[src/rtl/sort_sequencer_if.sv]
// Signal bundle between the sort sequencer and its environment: sensor strobe,
// classifier handshake, motor drives and display/tally outputs.
interface sort_sequencer_if #(
  parameter int CNT_W = 8
);
  logic             P;
  logic             cls_valid;
  logic [2:0]       cls_code;
  logic             sample;
  logic             motorL;
  logic             motorR;
  logic             busy;
  logic [2:0]       disp_code;
  logic             disp_valid;
  logic [CNT_W-1:0] cnt_left;
  logic [CNT_W-1:0] cnt_right;
  logic [CNT_W-1:0] cnt_reject;
  logic             timeout_err;

  modport master (
    input  P, cls_valid, cls_code,
    output sample, motorL, motorR, busy, disp_code, disp_valid,
           cnt_left, cnt_right, cnt_reject, timeout_err
  );

  modport slave (
    output P, cls_valid, cls_code,
    input  sample, motorL, motorR, busy, disp_code, disp_valid,
           cnt_left, cnt_right, cnt_reject, timeout_err
  );
endinterface

[src/rtl/sort_sequencer.sv]
// One colour-sort cycle per P rise: settle, sample, wait for the classifier,
// drive the bin motor, cool down. Keeps saturating per-bin tallies.
//
// state    | meaning
// S_IDLE   | waiting for a P rise
// S_SETTLE | sensor settling, SETTLE_CYC cycles
// S_SAMPLE | one-cycle sample request to the classifier
// S_WAIT   | waiting for cls_valid, at most TIMEOUT_CYC cycles
// S_DRIVE  | selected motor held for MOTOR_CYC cycles (none for rejects)
// S_COOL   | motors off for COOL_CYC cycles before the next P rise
module sort_sequencer #(
  parameter int SETTLE_CYC  = 2,
  parameter int MOTOR_CYC   = 4,
  parameter int COOL_CYC    = 2,
  parameter int TIMEOUT_CYC = 8,
  parameter int CNT_W       = 8
) (
  input  logic             clk,
  input  logic             rst,
  sort_sequencer_if.master bus
);

  localparam int MAX_A  = (SETTLE_CYC > MOTOR_CYC) ? SETTLE_CYC : MOTOR_CYC;
  localparam int MAX_B  = (COOL_CYC > TIMEOUT_CYC) ? COOL_CYC : TIMEOUT_CYC;
  localparam int MAXC   = (MAX_A > MAX_B) ? MAX_A : MAX_B;
  localparam int TMR_W  = $clog2(MAXC + 1);

  typedef enum logic [2:0] {
    S_IDLE, S_SETTLE, S_SAMPLE, S_WAIT, S_DRIVE, S_COOL
  } state_t;

  typedef enum logic [1:0] {BIN_REJ, BIN_LEFT, BIN_RIGHT} bin_t;

  function automatic bin_t bin_of(input logic [2:0] code);
    case (code)
      3'd1, 3'd4, 3'd7: bin_of = BIN_LEFT;
      3'd2, 3'd3, 3'd5: bin_of = BIN_RIGHT;
      default:          bin_of = BIN_REJ;
    endcase
  endfunction

  function automatic logic [CNT_W-1:0] sat_inc(input logic [CNT_W-1:0] v);
    sat_inc = (v == '1) ? v : v + CNT_W'(1);
  endfunction

  state_t           state, state_nxt;
  bin_t             bin_q, bin_nxt;
  logic [TMR_W-1:0] tmr, tmr_val;
  logic             tmr_load, tc;
  logic             p_q, rise, accept, tmo;

  logic             motor_l_q, motor_r_q;
  logic [2:0]       disp_code_q;
  logic             disp_valid_q, terr_q;
  logic [CNT_W-1:0] cnt_left_q, cnt_right_q, cnt_reject_q;

  assign rise    = bus.P & ~p_q;
  assign tc      = (tmr == '0);
  assign bin_nxt = accept ? bin_of(bus.cls_code) : bin_q;

  always_comb begin
    state_nxt = state;
    tmr_load  = 1'b0;
    tmr_val   = '0;
    accept    = 1'b0;
    tmo       = 1'b0;
    case (state)
      S_IDLE: if (rise) begin
        state_nxt = S_SETTLE;
        tmr_load  = 1'b1;
        tmr_val   = TMR_W'(SETTLE_CYC - 1);
      end
      S_SETTLE: if (tc) state_nxt = S_SAMPLE;
      S_SAMPLE: begin
        state_nxt = S_WAIT;
        tmr_load  = 1'b1;
        tmr_val   = TMR_W'(TIMEOUT_CYC - 1);
      end
      S_WAIT: begin
        // a result on the last timeout cycle still counts
        if (bus.cls_valid) begin
          accept    = 1'b1;
          state_nxt = S_DRIVE;
          tmr_load  = 1'b1;
          tmr_val   = TMR_W'(MOTOR_CYC - 1);
        end else if (tc) begin
          tmo       = 1'b1;
          state_nxt = S_COOL;
          tmr_load  = 1'b1;
          tmr_val   = TMR_W'(COOL_CYC - 1);
        end
      end
      S_DRIVE: if (tc) begin
        state_nxt = S_COOL;
        tmr_load  = 1'b1;
        tmr_val   = TMR_W'(COOL_CYC - 1);
      end
      S_COOL:  if (tc) state_nxt = S_IDLE;
      default: state_nxt = S_IDLE;
    endcase
  end

  always_ff @(posedge clk) begin
    if (rst) begin
      state        <= S_IDLE;
      p_q          <= 1'b0;
      bin_q        <= BIN_REJ;
      tmr          <= '0;
      motor_l_q    <= 1'b0;
      motor_r_q    <= 1'b0;
      disp_code_q  <= '0;
      disp_valid_q <= 1'b0;
      terr_q       <= 1'b0;
      cnt_left_q   <= '0;
      cnt_right_q  <= '0;
      cnt_reject_q <= '0;
    end else begin
      state <= state_nxt;
      p_q   <= bus.P;
      bin_q <= bin_nxt;
      if (tmr_load)  tmr <= tmr_val;
      else if (!tc)  tmr <= tmr - TMR_W'(1);
      // motors are registered from the next state so they align with DRIVE
      motor_l_q <= (state_nxt == S_DRIVE) && (bin_nxt == BIN_LEFT);
      motor_r_q <= (state_nxt == S_DRIVE) && (bin_nxt == BIN_RIGHT);
      if (accept) begin
        disp_code_q  <= bus.cls_code;
        disp_valid_q <= 1'b1;
        case (bin_nxt)
          BIN_LEFT:  cnt_left_q   <= sat_inc(cnt_left_q);
          BIN_RIGHT: cnt_right_q  <= sat_inc(cnt_right_q);
          default:   cnt_reject_q <= sat_inc(cnt_reject_q);
        endcase
      end
      if (tmo) begin
        terr_q       <= 1'b1;
        cnt_reject_q <= sat_inc(cnt_reject_q);
      end
    end
  end

  assign bus.sample      = (state == S_SAMPLE);
  assign bus.busy        = (state != S_IDLE);
  assign bus.motorL      = motor_l_q;
  assign bus.motorR      = motor_r_q;
  assign bus.disp_code   = disp_code_q;
  assign bus.disp_valid  = disp_valid_q;
  assign bus.cnt_left    = cnt_left_q;
  assign bus.cnt_right   = cnt_right_q;
  assign bus.cnt_reject  = cnt_reject_q;
  assign bus.timeout_err = terr_q;

endmodule

[src/flat_wrapper.sv]
// flat-port wrapper written by rule: the top's interface ports become plain ports
module sort_sequencer_flat 
#(
  parameter int SETTLE_CYC  = 2,
  parameter int MOTOR_CYC   = 4,
  parameter int COOL_CYC    = 2,
  parameter int TIMEOUT_CYC = 8,
  parameter int CNT_W       = 8
)
  (clk, rst, bus_P, bus_cls_valid, bus_cls_code, bus_sample, bus_motorL, bus_motorR, bus_busy, bus_disp_code, bus_disp_valid, bus_cnt_left, bus_cnt_right, bus_cnt_reject, bus_timeout_err);
  sort_sequencer_if #(.CNT_W(CNT_W)) bus_i ();
  input  logic clk;
  input  logic rst;
  input wire logic [$bits(bus_i.P)-1:0] bus_P;
  input wire logic [$bits(bus_i.cls_valid)-1:0] bus_cls_valid;
  input wire logic [$bits(bus_i.cls_code)-1:0] bus_cls_code;
  output wire logic [$bits(bus_i.sample)-1:0] bus_sample;
  output wire logic [$bits(bus_i.motorL)-1:0] bus_motorL;
  output wire logic [$bits(bus_i.motorR)-1:0] bus_motorR;
  output wire logic [$bits(bus_i.busy)-1:0] bus_busy;
  output wire logic [$bits(bus_i.disp_code)-1:0] bus_disp_code;
  output wire logic [$bits(bus_i.disp_valid)-1:0] bus_disp_valid;
  output wire logic [$bits(bus_i.cnt_left)-1:0] bus_cnt_left;
  output wire logic [$bits(bus_i.cnt_right)-1:0] bus_cnt_right;
  output wire logic [$bits(bus_i.cnt_reject)-1:0] bus_cnt_reject;
  output wire logic [$bits(bus_i.timeout_err)-1:0] bus_timeout_err;
  assign bus_i.P = bus_P;
  assign bus_i.cls_valid = bus_cls_valid;
  assign bus_i.cls_code = bus_cls_code;
  assign bus_sample = bus_i.sample;
  assign bus_motorL = bus_i.motorL;
  assign bus_motorR = bus_i.motorR;
  assign bus_busy = bus_i.busy;
  assign bus_disp_code = bus_i.disp_code;
  assign bus_disp_valid = bus_i.disp_valid;
  assign bus_cnt_left = bus_i.cnt_left;
  assign bus_cnt_right = bus_i.cnt_right;
  assign bus_cnt_reject = bus_i.cnt_reject;
  assign bus_timeout_err = bus_i.timeout_err;
  sort_sequencer #(.SETTLE_CYC(SETTLE_CYC), .MOTOR_CYC(MOTOR_CYC), .COOL_CYC(COOL_CYC), .TIMEOUT_CYC(TIMEOUT_CYC), .CNT_W(CNT_W)) u_core (.clk(clk), .rst(rst), .bus(bus_i));
endmodule
[config.mk]
export PLATFORM = sky130hd
export DESIGN_NAME = sort_sequencer_flat
export DESIGN_NICKNAME = d
export VERILOG_FILES = /design/src/rtl/sort_sequencer_if.sv /design/src/rtl/sort_sequencer.sv /design/src/flat_wrapper.sv
export SDC_FILE = /design/constraint.sdc
export NUM_CORES = 1
export LEC_CHECK = 0
export CORE_ASPECT_RATIO = 0.7
export CORE_MARGIN = 2
export CORE_UTILIZATION = 40
export CTS_CLUSTER_DIAMETER = 200
export CTS_CLUSTER_SIZE = 30
export DETAILED_ROUTE_END_ITERATION = 7
export GPL_TIMING_DRIVEN = 0
export PLACE_DENSITY = 0.7
export SLEW_MARGIN = 20
export SYNTH_ARGS = -nofsm -noshare
export SYNTH_HDL_FRONTEND = slang
export SYNTH_SLANG_ARGS = --single-unit
[constraint.sdc]
create_clock -name clk -period 4.35 [get_ports clk]
set_input_delay 0.435 -clock clk [delete_from_list [all_inputs] [get_ports clk]]
set_output_delay 0.435 -clock clk [all_outputs]
set_load 0.03 [all_outputs]
==> summary.txt <==
Outcome -> finished, final reports clean
Kind of end point of the critical path -> register
Post-Synthesis Cells -> 223
Layout cells sized above 1 -> 7.04%
Total GRT Usage -> 17.5%
Synth Area per Inst -> 9.02 sq um
Final wirelength -> 4480 um
Pwr dens -> 391 mW/mm^2
Synth Area in Adders -> 3.73%
First-pass GRT wire length -> 7690 um
Xor and xnor fraction of the mapped netlist area -> 3.48%
Setup Fix Bufs, Post-CTS -> 0
Max Fclk -> 336 MHz
HPWL Detailed -> 3280 um
Synth Area in Simple Gates -> 24.8%
Post-synthesis mux area share -> 6.29%
Largest net degree at the start of global routing -> 13
Dominant synthesized flop cell -> dfxtp_1
TritonCTS clock tree -> built
Die extent in x -> 88.7 um
Seq/Total Area, Yosys -> 40.8%
Commonest cells after routing, fill and taps aside -> dfxtp_1, clkdlybuf4s50_1, nor2_1
Synthesized net count -> 236
Crit-path cells -> clkdlybuf4s50_1 -> and4b_1 -> buf_6 -> buf_2 -> nand3_1 -> o21ai_0 -> inv_1 -> ha_1 -> o22ai_1 -> nor4_1 -> mux2_2
Wirelength per Cell -> 13.2 um
Worst Hold Class -> reg2reg
Multi-input logic area -> 0.00112 sq mm
Bufs on Longest Clock Path -> 2
Largest family of logic cells by synthesized area -> simple AND/OR/NAND/NOR gates
Number of diodes -> 0
Number of port buffers -> 39
Final ANT Viol Nets -> 0
Design area -> 0.00260 sq mm
Post-synth EDFFs -> 0
Number of gates resized after CTS -> 0
Worst Skew -> 0.00760 ns
Leakage -> 0.909 nW
Num CTS Buffers -> 5
Placed cell area -> 0.00249 sq mm
Post-synth ARST share -> 0%
Placed cells -> 331
Mapped Area -> 0.00201 sq mm
Clk Tree Root Cell -> clkbuf_8
Crit Path Class -> in2reg
Initial antenna violation count -> 0
H-tree depth -> 2
Worst-Margin Slew -> 0.576 ns
Fillers -> 460
Unique masters post-synth -> 49
Finished Layout Cells -> 339
Die Ht -> 63.3 um
Fin worst setup slack -> 1.38 ns
Initial drt markers -> 83
Post-synthesis register bit count -> 41
Pre-Repair DR Iteration Count -> 4
Clock sink count -> 41
Critical Path RT -> 4.54 ns
Critical Path Start Type -> primary input
Critical path arrival -> 3.17 ns
Hold Buf Count CTS -> 0
Synth warnings -> 0
Max incr delay on CP -> 0.60 ns
Vias per cell -> 5.21
Nets@finish -> 282
Starting density of the core -> 41.8%
Fin. max-slew vios -> 0
Core area -> 0.00481 sq mm
Final Critical Period -> 2.97 ns
P&R area growth vs syn -> 29.5%
Vias in the first global route -> 1,583
Setup_tns -> 0 ns
Storage element area -> 821 sq um
Most common cell after layout, fill and taps aside -> dfxtp_1
Max-slew headroom -> 61.6%
RSZ-0062 raised after global routing -> false
Worst slack, placed -> 1.02 ns
Hold Slack -> 0.486 ns
Compound-Gate Fraction of Synth Area -> 17.4%
Final Setup Violations -> 0
GP Congestion -> 0.813
Slowest CP cell -> clkdlybuf4s50_1
Peak VDD IR -> 0.000145 V
Final Hold Vio Count -> 0
Die Area -> 0.00562 sq mm
Top-Level Pins -> 40
Maxcap violations -> 0
Cell Rows -> 21
Gr ovfl total -> 0
Final period util -> 68.4%
DRC viols -> 0
DR vias -> 1,765
Worst-path clk slew -> 0.08 ns
Crit-path max FO -> 10
Worst skew pair latency -> 0.30 ns
-- worst max-delay path: cells and delay by family --
kind                     cells  cell delay, ns
AND/OR/NAND/NOR              3            0.68
buffers and inverters        4            1.06
adder cells (fa/ha/maj)      1            0.31
multiplexers                 1            0.37
AO/OA/AOI/OAI                2            0.29
-- synthesized netlist by cell type (all sizes together) (2+ instances only) --
cell type | number | share of area (%)
dfxtp | 41 | 41
nor2 | 29 | 5.4
nand2 | 13 | 2.4
a21oi | 12 | 3.0
nand3 | 9 | 2.2
o211ai | 9 | 4.3
inv | 8 | 1.5
mux2i | 7 | 3.5
ha | 6 | 3.7
nor2b | 6 | 1.9
o21ai | 6 | 1.5
o31ai | 6 | 2.2
xor2 | 6 | 2.6
mux2 | 5 | 2.8
nor3 | 5 | 1.5
or4 | 5 | 1.9
clkbuf | 4 | 0.75
o41ai | 4 | 1.7
or3 | 4 | 1.2
a31oi | 3 | 0.93
and4 | 3 | 1.3
buf | 3 | 1.1
nand4 | 3 | 0.93
nor3b | 2 | 1.3
nor4 | 2 | 0.62
nor4b | 2 | 0.87
o2111ai | 2 | 0.87
o311ai | 2 | 0.87
xnor2 | 2 | 0.87
-- per-stage QoR --
stage          total power [W]  utilization (%)
2_1_floorplan         0.000635                -
3_3_place_gp          0.000704             51.7
3_5_place_dp          0.000707             51.7
4_1_cts                0.00103             54.2
5_1_grt                0.00108             54.2
6_report               0.00102             54.2
-- sequential cells by signal (all words and copies together) (netlist names) --
name / cells
u_core.bus.timeout_err: 1
u_core.p_q: 1
u_core.bus.disp_valid: 1
u_core.state: 3
u_core.bus.disp_code: 3
u_core.tmr: 4
u_core.bus.cnt_right: 8
u_core.bus.motorL: 1
u_core.bin_q: 2
u_core.bus.motorR: 1
u_core.bus.cnt_left: 8
u_core.bus.cnt_reject: 8
-- final cells by class --
type                       count  area share [%]
timing repair buffer          39            15.0
clock buffer                   7            3.32
buffer                         7            1.39
tap                           69            3.32
inverter                       9            1.30
sequential                    41            31.5
clock inverter                 1            1.15
multi-input combinational    166            43.0
-- final timing paths --
kind,slack [ns],cells after the start,to,from
worst max-delay path,1.38,11,u_core.bus.cnt_reject[6]$_SDFFE_PP0P_,bus_cls_valid
worst min register to register,0.49,2,u_core.bus.timeout_err$_SDFFE_PP0P_,u_core.bus.timeout_err$_SDFFE_PP0P_
worst min-delay path,0.49,2,u_core.bus.timeout_err$_SDFFE_PP0P_,u_core.bus.timeout_err$_SDFFE_PP0P_
worst max register to register,1.66,9,u_core.bus.cnt_reject[6]$_SDFFE_PP0P_,u_core.state[2]$_SDFF_PP0_
-- routing by layer --
layer  routed length, um  up-vias  GRT usage [%]  share of wire (%)
li1                    -      921              -                  -
met5                   0        -              0                  0
met4                  50        0           5.11                1.1
met2                1720       35           23.0                 38
met3                 187        6           4.72                4.2
met1                2520      803           27.2                 56
-- logic make-up (layout without fill, tap and decap cells) --
group / after synthesis / count (layout)
fa+ha+maj: 6 / 6
xor+xnor: 8 / 8
mux: 12 / 12
compound gates: 49 / 49
simple gates: 91 / 91
buf+inv: 16 / 63
flops: 41 / 41
-- report_power, final --
part	internal, W	switching, W	total, W
combinational	0.000121	0.000151	0.000272
clock	0.000187	0.000133	0.000321
sequential	0.000399	0.0000270	0.000426
total	0.000707	0.000312	0.00102
Power figures use the tool's default switching activity.
